===== config.mk =====
export PLATFORM = sky130hd
export DESIGN_NAME = reg_writeback_unit_flat
export DESIGN_NICKNAME = d
export VERILOG_FILES = /design/src/rtl/reg_writeback_if.sv /design/src/rtl/reg_writeback_unit.sv /design/src/flat_wrapper.sv
export SDC_FILE = /design/constraint.sdc
export NUM_CORES = 1
export LEC_CHECK = 0
export ABC_AREA = 1
export CAP_MARGIN = 20
export CORE_MARGIN = 4
export CORE_UTILIZATION = 56
export CTS_BUF_LIST = sky130_fd_sc_hd__clkbuf_4 sky130_fd_sc_hd__clkbuf_8
export DETAILED_ROUTE_END_ITERATION = 8
export PLACE_DENSITY = 0.91
export SETUP_SLACK_MARGIN = 0.5
export SYNTH_ARGS = -nofsm -noshare
export SYNTH_HDL_FRONTEND = slang
export SYNTH_SLANG_ARGS = --single-unit

===== constraint.sdc =====
create_clock -name clk -period 2.3 [get_ports clk]
set_input_delay 0.46 -clock clk [delete_from_list [all_inputs] [get_ports clk]]
set_output_delay 0.46 -clock clk [all_outputs]
set_load 0.02 [all_outputs]

===== src/rtl/reg_writeback_if.sv =====
`default_nettype none
// ============================================================================
// Module  : reg_writeback_if
// Brief   : Result-source, scoreboard-query and register-file write bundle.
// Revision: 1.0 - initial release
// ============================================================================
interface reg_writeback_if #(
    parameter int REG_ADDR_WIDTH = 4,
    parameter int DATA_WIDTH     = 8,
    parameter int FIFO_DEPTH     = 4
);
    localparam int c_lvl_w = $clog2(FIFO_DEPTH) + 1;

    logic                      alu_valid;
    logic [REG_ADDR_WIDTH-1:0] alu_rd;
    logic [DATA_WIDTH-1:0]     alu_data;
    logic                      ld_valid;
    logic                      ld_ready;
    logic [REG_ADDR_WIDTH-1:0] ld_rd;
    logic [DATA_WIDTH-1:0]     ld_data;
    logic                      pend_set;
    logic [REG_ADDR_WIDTH-1:0] pend_rd;
    logic [REG_ADDR_WIDTH-1:0] q_reg1;
    logic [REG_ADDR_WIDTH-1:0] q_reg2;
    logic                      q_busy1;
    logic                      q_busy2;
    logic                      write_en;
    logic [REG_ADDR_WIDTH-1:0] regw;
    logic [DATA_WIDTH-1:0]     dataw;
    logic [c_lvl_w-1:0]        fifo_level;

    modport master (
        output alu_valid, alu_rd, alu_data,
        output ld_valid, ld_rd, ld_data,
        output pend_set, pend_rd, q_reg1, q_reg2,
        input  ld_ready, q_busy1, q_busy2,
        input  write_en, regw, dataw, fifo_level
    );

    modport slave (
        input  alu_valid, alu_rd, alu_data,
        input  ld_valid, ld_rd, ld_data,
        input  pend_set, pend_rd, q_reg1, q_reg2,
        output ld_ready, q_busy1, q_busy2,
        output write_en, regw, dataw, fifo_level
    );
endinterface
`default_nettype wire


===== src/rtl/reg_writeback_unit.sv =====
`default_nettype none
// ============================================================================
// Module  : reg_writeback_unit
// Brief   : Register-file write-port arbiter (ALU priority, buffered loads)
//           with a pending-load scoreboard for decode hazard checks.
// Revision: 1.0 - initial release
// ============================================================================
module reg_writeback_unit #(
    parameter int REG_ADDR_WIDTH = 4,
    parameter int DATA_WIDTH     = 8,
    parameter int FIFO_DEPTH     = 4
) (
    input  wire logic         clk,
    input  wire logic         rst_n,
    reg_writeback_if.slave    bus
);
    localparam int c_num_regs = 2 ** REG_ADDR_WIDTH;
    localparam int c_ptr_w    = $clog2(FIFO_DEPTH);
    localparam int c_lvl_w    = c_ptr_w + 1;
    localparam int c_entry_w  = REG_ADDR_WIDTH + DATA_WIDTH;
    localparam logic [c_lvl_w-1:0] c_full_lvl = c_lvl_w'(FIFO_DEPTH);

    logic [c_entry_w-1:0]      r_mem [FIFO_DEPTH];
    logic [c_ptr_w-1:0]        r_wr_ptr;
    logic [c_ptr_w-1:0]        r_rd_ptr;
    logic [c_lvl_w-1:0]        r_count;
    logic                      r_write_en;
    logic                      r_from_load;
    logic [REG_ADDR_WIDTH-1:0] r_regw;
    logic [DATA_WIDTH-1:0]     r_dataw;
    logic [c_num_regs-1:0]     r_pend;

    logic                      w_full;
    logic                      w_empty;
    logic                      w_ready;
    logic                      w_push;
    logic                      w_pop;
    logic [REG_ADDR_WIDTH-1:0] w_head_rd;
    logic [DATA_WIDTH-1:0]     w_head_data;
    logic [c_num_regs-1:0]     w_pend_next;

    assign w_full  = (r_count == c_full_lvl);
    assign w_empty = (r_count == '0);
    // Ready is masked by reset so no load is accepted while the unit is held.
    assign w_ready = rst_n && !w_full;
    assign w_push  = bus.ld_valid && w_ready;
    assign w_pop   = !bus.alu_valid && !w_empty;

    assign {w_head_rd, w_head_data} = r_mem[r_rd_ptr];

    always_ff @(posedge clk) begin
        if (w_push) begin
            r_mem[r_wr_ptr] <= {bus.ld_rd, bus.ld_data};
        end
    end

    always_ff @(posedge clk or negedge rst_n) begin
        if (!rst_n) begin
            r_wr_ptr <= '0;
            r_rd_ptr <= '0;
            r_count  <= '0;
        end else begin
            if (w_push) begin
                r_wr_ptr <= r_wr_ptr + 1'b1;
            end
            if (w_pop) begin
                r_rd_ptr <= r_rd_ptr + 1'b1;
            end
            if (w_push && !w_pop) begin
                r_count <= r_count + 1'b1;
            end else if (!w_push && w_pop) begin
                r_count <= r_count - 1'b1;
            end
        end
    end

    // Results to r0 still update regw/dataw but never raise write_en.
    always_ff @(posedge clk or negedge rst_n) begin
        if (!rst_n) begin
            r_write_en  <= 1'b0;
            r_from_load <= 1'b0;
            r_regw      <= '0;
            r_dataw     <= '0;
        end else if (bus.alu_valid) begin
            r_write_en  <= (bus.alu_rd != '0);
            r_from_load <= 1'b0;
            r_regw      <= bus.alu_rd;
            r_dataw     <= bus.alu_data;
        end else if (w_pop) begin
            r_write_en  <= (w_head_rd != '0);
            r_from_load <= (w_head_rd != '0);
            r_regw      <= w_head_rd;
            r_dataw     <= w_head_data;
        end else begin
            r_write_en  <= 1'b0;
            r_from_load <= 1'b0;
        end
    end

    // Clear on the commit edge of a load write, then apply set so set wins.
    always_comb begin
        w_pend_next = r_pend;
        if (r_write_en && r_from_load) begin
            w_pend_next[r_regw] = 1'b0;
        end
        if (bus.pend_set && (bus.pend_rd != '0)) begin
            w_pend_next[bus.pend_rd] = 1'b1;
        end
    end

    always_ff @(posedge clk or negedge rst_n) begin
        if (!rst_n) begin
            r_pend <= '0;
        end else begin
            r_pend <= w_pend_next;
        end
    end

    assign bus.ld_ready   = w_ready;
    assign bus.q_busy1    = r_pend[bus.q_reg1];
    assign bus.q_busy2    = r_pend[bus.q_reg2];
    assign bus.write_en   = r_write_en;
    assign bus.regw       = r_regw;
    assign bus.dataw      = r_dataw;
    assign bus.fifo_level = r_count;
endmodule
`default_nettype wire


===== src/flat_wrapper.sv =====
// flat-port wrapper written by rule: the top's interface ports become plain ports
module reg_writeback_unit_flat 
#(
    parameter int REG_ADDR_WIDTH = 4,
    parameter int DATA_WIDTH     = 8,
    parameter int FIFO_DEPTH     = 4
)
  (clk, rst_n, bus_alu_valid, bus_alu_rd, bus_alu_data, bus_ld_valid, bus_ld_rd, bus_ld_data, bus_pend_set, bus_pend_rd, bus_q_reg1, bus_q_reg2, bus_ld_ready, bus_q_busy1, bus_q_busy2, bus_write_en, bus_regw, bus_dataw, bus_fifo_level);
  reg_writeback_if #(.REG_ADDR_WIDTH(REG_ADDR_WIDTH), .DATA_WIDTH(DATA_WIDTH), .FIFO_DEPTH(FIFO_DEPTH)) bus_i ();
  input  wire logic clk;
  input  wire logic rst_n;
  input wire logic [$bits(bus_i.alu_valid)-1:0] bus_alu_valid;
  input wire logic [$bits(bus_i.alu_rd)-1:0] bus_alu_rd;
  input wire logic [$bits(bus_i.alu_data)-1:0] bus_alu_data;
  input wire logic [$bits(bus_i.ld_valid)-1:0] bus_ld_valid;
  input wire logic [$bits(bus_i.ld_rd)-1:0] bus_ld_rd;
  input wire logic [$bits(bus_i.ld_data)-1:0] bus_ld_data;
  input wire logic [$bits(bus_i.pend_set)-1:0] bus_pend_set;
  input wire logic [$bits(bus_i.pend_rd)-1:0] bus_pend_rd;
  input wire logic [$bits(bus_i.q_reg1)-1:0] bus_q_reg1;
  input wire logic [$bits(bus_i.q_reg2)-1:0] bus_q_reg2;
  output wire logic [$bits(bus_i.ld_ready)-1:0] bus_ld_ready;
  output wire logic [$bits(bus_i.q_busy1)-1:0] bus_q_busy1;
  output wire logic [$bits(bus_i.q_busy2)-1:0] bus_q_busy2;
  output wire logic [$bits(bus_i.write_en)-1:0] bus_write_en;
  output wire logic [$bits(bus_i.regw)-1:0] bus_regw;
  output wire logic [$bits(bus_i.dataw)-1:0] bus_dataw;
  output wire logic [$bits(bus_i.fifo_level)-1:0] bus_fifo_level;
  assign bus_i.alu_valid = bus_alu_valid;
  assign bus_i.alu_rd = bus_alu_rd;
  assign bus_i.alu_data = bus_alu_data;
  assign bus_i.ld_valid = bus_ld_valid;
  assign bus_i.ld_rd = bus_ld_rd;
  assign bus_i.ld_data = bus_ld_data;
  assign bus_i.pend_set = bus_pend_set;
  assign bus_i.pend_rd = bus_pend_rd;
  assign bus_i.q_reg1 = bus_q_reg1;
  assign bus_i.q_reg2 = bus_q_reg2;
  assign bus_ld_ready = bus_i.ld_ready;
  assign bus_q_busy1 = bus_i.q_busy1;
  assign bus_q_busy2 = bus_i.q_busy2;
  assign bus_write_en = bus_i.write_en;
  assign bus_regw = bus_i.regw;
  assign bus_dataw = bus_i.dataw;
  assign bus_fifo_level = bus_i.fifo_level;
  reg_writeback_unit #(.REG_ADDR_WIDTH(REG_ADDR_WIDTH), .DATA_WIDTH(DATA_WIDTH), .FIFO_DEPTH(FIFO_DEPTH)) u_core (.clk(clk), .rst_n(rst_n), .bus(bus_i));
endmodule

Yosys cells after proc, flatten, opt, wreduce, memory -nomap -nowiden
Memory sizes are Yosys's and may differ from the RTL's.
Index checks and enable logic that the tools add are counted.
- register bits after elaboration: 37
- RAM bits: 48
- input port bits: 41
- output and inout port bits: 19
- word-level logic and storage cells: 64
- memories kept: 1
- add/sub/neg operators: 4
- order comparisons: 6
- equality and inequality tests: 1
- muxes and demuxes: 21
- bitwise gates (word level): 3
- reduce and logical (&&, ||, !) cells: 20
- memories (memory ; words ; bits a word ; read ports ; clocked after memory_dff ; write ports ; line ; RTL):
    u_core.r_mem ; 4 ; 12 ; 1 ; 0 ; 1 ; reg_writeback_unit.sv:23 ; logic [c_entry_w-1:0] r_mem [FIFO_DEPTH];
- operators with widths (cell ; count):
    two-way mux 16 bit ; 2
    < comparator 4 x 5 -> 1 bit (second input constant) ; 4
    AND 16 bit ; 1
    two-way mux 8 bit ; 2
    inverter 16 bit ; 1
    OR 16 bit ; 1
    nonzero test 4 bit ; 3
    logical AND 1 bit ; 9
    two-way mux 1 bit ; 9
    binary-select mux 1 bit (select 4 bit) ; 2
    demux 1 bit (select 4 bit) ; 2
    greater-or-equal comparator 4 x 1 -> 1 bit (second input constant) ; 2
    two-way mux 4 bit ; 2
    two-way mux 3 bit ; 2
    logical NOT 1 bit ; 5
    adder 2 x 1 -> 2 bit (second input constant) ; 2
    nonzero test 2 bit ; 2
    adder 3 x 1 -> 3 bit (second input constant) ; 1
    == test 3 bit (second input constant) ; 1
    logical NOT 3 bit ; 1
    subtractor 3 x 1 -> 3 bit (second input constant) ; 1

Longest topological paths before layout
Gate-level depths: netlist (run 1).
- word-level depth: 9
- mapped depth: 10
- depth with buffers taken out: 10

Worst setup path after synthesis (run 1)
Ideal clock, no wire load.
- path kind: reg-to-reg
- start point: register u_core.r_count[0], in the netlist u_core.bus.fifo_level[0]
- end point: register u_core.r_count[2], in the netlist u_core.bus.fifo_level[2]
- setup time: 131 ps
- data arrival time: 2111 ps
- data required time: 2169 ps
- path slack: 58 ps
- cell stages (with the launch flop): 11
- buffers on the path: 0
- clock period less this slack: 2242 ps
- path through: dfrtp_1 nor2_2 a21boi_2 nand2_1 inv_1 ha_1 inv_1 fa_1 a21oi_1 o21ai_0 xor2_1
- cells in the longest elaborated chain, start to end: 7
- elaborated cells on any way between the ends: 16
- classes of those cells: 2 x add/sub; 1 x eq/ne; 2 x mux; 11 x reduce/logical
- RTL lines (what ; line ; RTL):
    start: declaration ; reg_writeback_unit.sv:26 ; logic [c_lvl_w-1:0] r_count;
    start signal: assignment ; reg_writeback_unit.sv:70 ; r_count <= r_count + 1'b1;
    start signal: assignment ; reg_writeback_unit.sv:72 ; r_count <= r_count - 1'b1;
    == test 3 bit (*) ; reg_writeback_unit.sv:42 ; assign w_full = (r_count == c_full_lvl);
    logical NOT 1 bit (*) ; reg_writeback_unit.sv:45 ; assign w_ready = rst_n && !w_full;
    logical AND 1 bit (*) ; reg_writeback_unit.sv:45 ;
    net bus_ld_ready ; flat_wrapper.sv:22 ; output wire logic [$bits(bus_i.ld_ready)-1:0] bus_ld_ready;
    logical AND 1 bit (*) ; reg_writeback_unit.sv:46 ; assign w_push = bus.ld_valid && w_ready;
    net u_core.w_push ; reg_writeback_unit.sv:36 ; logic w_push;
    logical NOT 1 bit ; reg_writeback_unit.sv:71 ; end else if (!w_push && w_pop) begin
    logical AND 1 bit ; reg_writeback_unit.sv:71 ;
    nonzero test 2 bit (no source line) ; -- ;
The timed path passes the listed nets; every way through them passes the cells marked *. The select of a mux whose other input is x is not followed.
A chain may end at the register's enable or synchronous reset.

Worst setup path in the final report (run 1)
- start point: register u_core.r_pend[4]
- end point: output bus_q_busy1
- cells in the longest elaborated chain, start to end: 2
- RTL lines (what ; line ; RTL):
    start: declaration ; reg_writeback_unit.sv:31 ; logic [c_num_regs-1:0] r_pend;
    start signal: assignment ; reg_writeback_unit.sv:115 ; r_pend <= w_pend_next;
    binary-select mux 1 bit (select 4 bit) ; reg_writeback_unit.sv:120 ; assign bus.q_busy1 = r_pend[bus.q_reg1];
    two-way mux 1 bit (not written as such) ; reg_writeback_unit.sv:120 ;
    end: declaration ; flat_wrapper.sv:23 ; output wire logic [$bits(bus_i.q_busy1)-1:0] bus_q_busy1;
No other way between the ends. The select of a mux whose other input is x is not followed.

==> results of run 1 <==
-- where the power goes --
part	switching [mW]	internal, mW
Sequential	0.304	2.00
Clock	0.571	0.529
Combinational	1.26	0.783
Total	2.13	3.31
-- what timing repair did --
action,CTS,global route
resized for setup,42,12
pin swaps,10,4
buffers inserted,4,3
gates cloned,1,0
setup endpoints to repair,15,10
-- registers in the layout, summed over array words and instances (netlist names) --
signal / cells
u_core.r_mem: 48
u_core.bus.regw: 4
u_core.bus.fifo_level: 3
u_core.bus.write_en: 1
u_core.r_rd_ptr: 2
u_core.r_wr_ptr: 2
u_core.r_pend: 16
u_core.bus.dataw: 8
u_core.r_from_load: 1
-- synthesized netlist by cell type (all sizes together) --
cell      n
inv      55
xnor2     1
fa        1
nor2     22
buf      13
nand3    28
o221ai    4
xor2      3
edfxtp   48
a21boi    1
ha        5
nand2   101
a21oi    18
o211ai   13
dfrtp    37
a31oi     8
o21ai    43
or2       3
mux2      1
-- cell type report --
class                           instances  area share [%]
Clock buffer                            9            2.48
Clock inverter                          7            1.73
Inverter                               55            4.33
Multi-Input combinational cell        252            26.7
Sequential cell                        85            47.4
Tap cell                               96            2.40
Timing Repair Buffer                   81            14.9
-- cell families (layout without fill, tap and decap cells) --
group,after synthesis,in the layout,synth area share [%]
adders and majority gates,6,6,2.09
AOI/OAI and AO/OA,87,87,12.7
and+or+nand+nor,154,154,16.3
buffers and inverters,68,152,7.91
muxes,1,1,0.285
DFF,85,85,59.9
xor gates and xnor gates,4,4,0.886
-- cell usage in the layout (no fill, tap or decap), types with 3 or more instances in the layout --
cell and n:
o21ai_0 41, o211ai_1 13, nor2_1 21, buf_4 20, nand3_1 25, o221ai_1 4, nand3_2 3, clkbuf_8 9
buf_6 3, inv_1 52, dlymetal6s2s_1 6, dfrtp_1 35, buf_2 4, edfxtp_1 48, nand2_1 95, clkdlybuf4s50_1 34
dlygate4sd2_1 12, a21oi_1 17, a31oi_1 8, ha_1 4, xor2_1 3, inv_6 4, nand2_2 4
-- worst register-to-register path, delay by kind of cell (launching register included) --
kind	cells	cell delay, ps
DFF	1	440
and+or+nand+nor	3	370
xor gates and xnor gates	1	140
AOI/OAI and AO/OA	2	210
buffers and inverters	1	30
adders and majority gates	2	490
-- through the flow --
stage	cell area (sq um)	instances	hold slack [ps]
2_1_floorplan	3990	405	164
3_3_place_gp	4700	561	491
3_5_place_dp	4700	561	503
4_1_cts	4940	582	191
5_1_grt	4990	585	214
6_report	4990	585	185
-- layer usage --
metal  share of wire, %  track usage, %
met5                  0               0
met3                6.3            3.86
met4                3.4            12.3
met2                 52            40.6
met1                 38            24.8
-- worst min-delay path by stage --
stage	start	endpoint	slack [ps]	cells past startpoint
after floorplan	rst_n	u_core.bus.dataw[0]	160	0
after global placement	u_core.r_pend[11]	u_core.r_pend[11]	490	2
after detailed placement	u_core.r_pend[1]	u_core.r_pend[1]	500	2
after CTS	rst_n	u_core.r_pend[14]	190	2
after global routing	rst_n	u_core.bus.dataw[2]	210	2
final	rst_n	u_core.r_wr_ptr[1]	180	2
==> flow_metrics.tcl, run 1 <==
set metrics [dict create \
    drc 0 \
    fin_ws_ps 396 \
    pre_cts_ws_ps -380 \
    start_util_pct 57.9 \
    grt_use_total_pct 22.4 \
    crit_fanout 2 \
    path_clk_slew_ps 90 \
    r2r-start "u_core.bus.fifo_level[0]" \
    finish.net_count 531 \
    fill_cells 461 \
    multi_input_area_sq_um 1330 \
    hpwl_mm 6.36 \
    cts_tree "yes" \
    crit_top_cell "nand3_1" \
    wl_per_cell_um 16.2 \
    status "complete, no violations" \
    period_share_pct 82.8 \
    hold_viol 0 \
    synth_seq_cells 85 \
    cp_num_buf_inv 1 \
    portBuffers 59 \
    regArea_sq_um 2370 \
    wl_mm 9.46 \
    synthCells 405 \
    htree_num_levels 3 \
    maxSlewViolCount 0 \
    antenna_found_initial 0 \
    hold_buffers 0 \
    clockRootBuffer "clkbuf_8" \
    setup_viol 0 \
    ir_drop_uv 662 \
    cts_sinks 85 \
    dr.pass1.iters 5 \
    tightest_slew_ps 487 \
    end_kind "output pin" \
    cp-start-kind "flop" \
    synth_largest_area_cell "edfxtp_1" \
    synth_cell_type_count 28 \
    r2r_cells 9 \
    yosysSeqAreaShare_pct 59.9 \
    drive_gt1_share_pct 13.9 \
    cap_violations 0 \
    grt_pass1_wl_mm 15.0 \
    die_w_um 92.0 \
    arrival_ps 1440 \
    final_util_pct 73.1 \
    ys_warn_count 0 \
    syn_area_per_cell_sq_um 9.77 \
    critPathTopFamily "simple AND/OR/NAND/NOR gates" \
    period_minus_slack_ps 1900 \
    max_freq_ghz 0.525 \
    crit_slowest_cell "dfrtp_1" \
    synth.top_cell.area_share_pct 36.4 \
    power_leakage_nw 2.20 \
    cp-startpoint "u_core.r_pend[4]" \
    slew_headroom_pct 67.5 \
    synth_fp_nets 452 \
    endpoint "bus_q_busy1" \
    gp_congestion 0.921 \
    totalPowerFinal_mw 5.44 \
    critical_path_class "flop to output pin" \
    grt_pass1_vias 3345 \
    die-area_sq_um 8470 \
    required_ps 1840 \
    clockBufferDepth 2 \
    r2r_end "u_core.bus.fifo_level[2]" \
    antenna_cells 0 \
    num_vias 3225 \
    netlist_top_cells_area "edfxtp_1 36%, dfrtp_1 23%, nand2_1 9.2%" \
    die_h_um 92.0 \
    area_growth_pct 26.3 \
    fin_tns_setup_ps 0 \
    syn_area_sq_um 3960 \
    num_rows 30 \
    rsz0062_at_grt "true" \
    overflow 0 \
    cts_buffers 9 \
    io_pins 60 \
    slowest_delay_ps 380 \
    p_per_area_nw_per_um2 1090 \
    rrSetupSlack_ps 510 \
    fin_worst_skew_ps 7.13 \
    core-area_sq_um 6830 \
    path_depth 6 \
    vias_per_cell 5.51 \
    cp_cell_sequence "or2_2 -> nand3_1 -> nand3_1 -> nand3_1 -> nand2_1 -> buf_6" \
    detail-route-antenna-nets 0 \
    grt_max_degree 38 \
    hold_path.class "primary input to asynchronous set/reset pin" \
    insertion_delay_ps 340 \
    first_iter_violations 246 \
]
Note: power is estimated with default switching activity, not from simulation.
==> run 2, diff against run 1 <==
- CORE_UTILIZATION: 56 -> 50
- PLACE_DENSITY: 0.91 -> 0.87
- clock period: 2.3 -> 1.73 ns (I/O delays scaled with it)
==> run 2 against run 1 <==
The run now ends with setup timing left. Die area is 11% higher. Via count is 9.7% higher. Design area is 15% higher. Total power is 59% higher. Global-route usage is 1.6 points higher. Critical path depth is 3 higher. Register-to-register slack worse by 700 ps. Hold slack worse by 150 ps. Combinational power is 100% higher. Sequential power is 34% higher. Core utilization is 1.2 points higher.
==> flow_metrics.tcl, run 2 (synthesis results as in run 1) <==
set metrics [dict create \
    die_w_um 96.9 \
    start_util_pct 51.2 \
    hold_viol 0 \
    cts_buffers 9 \
    detail-route-antenna-nets 0 \
    cts_sinks 85 \
    grt_pass1_wl_mm 17.6 \
    clockRootBuffer "clkbuf_8" \
    fin_cells 629 \
    totalPowerFinal_mw 8.67 \
    vias_per_cell 5.62 \
    largest_reg_flops 48 \
    power_leakage_nw 2.45 \
    r2r_end "u_core.bus.fifo_level[2]" \
    path_clk_slew_ps 90 \
    cp-start-kind "flop" \
    slew_headroom_pct 66.7 \
    r2r-start "u_core.bus.fifo_level[2]" \
    fin_worst_skew_ps 9.83 \
    fill_cells 449 \
    wl_mm 12.0 \
    die_h_um 96.9 \
    dpl-instance-area_sq_um 4830 \
    fin_tns_setup_ps -513 \
    largest-register "u_core.r_mem" \
    drive_gt1_share_pct 30.7 \
    antenna_found_initial 0 \
    period_minus_slack_ps 1920 \
    die-area_sq_um 9400 \
    core-area_sq_um 7730 \
    cp_num_buf_inv 3 \
    insertion_delay_ps 370 \
    critical_path_class "flop to flop" \
    maxSlewViolCount 0 \
    htree_num_levels 3 \
    portBuffers 59 \
    finish.net_count 569 \
    rrSetupSlack_ps -190 \
    critPathTopFamily "adder cells" \
    hpwl_mm 6.54 \
    fin_ws_ps -188 \
    cp_cell_sequence "a21boi_4 -> nand2_4 -> inv_4 -> ha_4 -> inv_2 -> fa_2 -> buf_4 -> o21ai_2 -> xor2_1" \
    mostFrequentLayoutCells "85 x nand2_1, 48 x edfxtp_1, 47 x inv_1" \
    first_iter_violations 205 \
    violations "setup timing" \
    cap_violations 0 \
    r2r_cells 9 \
    wl_met2_mm 6.39 \
    grt_pass1_vias 3442 \
    arrival_ps 2200 \
    hold_slack_ps 34.4 \
    design_area_sq_um 5740 \
    end_kind "flop" \
    num_vias 3537 \
    wl_per_cell_um 19.1 \
    hold_path.class "primary input to asynchronous set/reset pin" \
    area_growth_pct 45.2 \
    antenna_cells 0 \
    hold_buffers 0 \
    setup_viol 10 \
    grt_max_degree 38 \
    drt-met1-wl_mm 4.28 \
    crit_slowest_cell "dfrtp_1" \
    ir_drop_uv 1020 \
    required_ps 2010 \
    grt_use_total_pct 24.0 \
    tightest_slew_ps 499 \
    place_inst 572 \
    drc 0 \
    dr.pass1.iters 5 \
    crit_fanout 3 \
    dr_wl_met3_um 924 \
    gp_congestion 0.881 \
    clockBufferDepth 2 \
    final_common_cell "nand2_1" \
    top_layer_used "met4" \
    cts_tree "yes" \
    overflow 0 \
    p_per_area_nw_per_um2 1510 \
    max_freq_ghz 0.521 \
    period_share_pct 111 \
    io_pins 60 \
    slowest_delay_ps 450 \
    num_rows 32 \
    rsz0062_at_grt "true" \
    status "complete, but fails checks" \
]
run 2: cell count changes in the layout (fill, tap and decap cells not counted), sizes merged:
cell	change
buf	+50
dlygate4sd2	-8
dlymetal6s2s	-6
clkbuf	+4
inv	-4
clkinv	+3
clkdlybuf4s15	-2
clkdlybuf4s50	+1
run 2: how the worst max path moves through the flow:
stage                          endpoint                     start  slack (ps)  cells past startpoint
3_3_place_gp                bus_q_busy2             bus_q_reg2[0]        -570                      8
5_1_grt        u_core.bus.fifo_level[2]  u_core.bus.fifo_level[2]        -240                      9
6_report       u_core.bus.fifo_level[2]  u_core.bus.fifo_level[2]        -190                      9
3_5_place_dp                bus_q_busy1             bus_q_reg1[0]        -620                      8
2_1_floorplan  u_core.bus.fifo_level[1]  u_core.bus.fifo_level[1]        -180                      8
4_1_cts                     bus_q_busy2          u_core.r_pend[0]         -50                      6
run 2: what timing repair did:
action | in CTS | in global routing
setup endpoints to repair | 86 | 98
setup buffers | 21 | 12
gates cloned | 7 | 1
resized for setup | 156 | 51
pin swaps | 12 | 18
run 2: layout make-up:
| type | count | area, sq um | area share, % |
|---|---|---|---|
| flip-flops and latches | 85 | 2370 | 41.3 |
| inverters | 55 | 216 | 3.77 |
| well taps | 102 | 128 | 2.22 |
| clock buffers | 10 | 131 | 2.29 |
| multi-input cells | 252 | 1520 | 26.4 |
| repair buffers | 119 | 1300 | 22.7 |
| clock inverters | 6 | 72.6 | 1.26 |
run 2: routing by layer:
| metal | up-vias | GRT usage (%) |
|---|---|---|
| met5 | - | 0 |
| met4 | 0 | 9.61 |
| met3 | 40 | 5.19 |
| met2 | 193 | 43.3 |
| met1 | 1708 | 27.6 |
| li1 | 1596 | - |
run 2: where the power goes:
| part | total (mW) | internal, mW | leakage (nW) | switching (mW) |
|---|---|---|---|---|
| Clock | 1.45 | 0.696 | 0.100 | 0.750 |
| Sequential | 3.09 | 2.67 | 0.853 | 0.425 |
| Combinational | 4.14 | 1.90 | 1.50 | 2.24 |
| Total | 8.67 | 5.26 | 2.45 | 3.41 |
run 2: metrics by stage:
stage | utilization (%) | worst slack, ps
6_report | 74.3 | -188
5_1_grt | 74.3 | -242
4_1_cts | 70.9 | -46.2
3_5_place_dp | 62.5 | -620
3_3_place_gp | 62.5 | -568
2_1_floorplan | - | -181
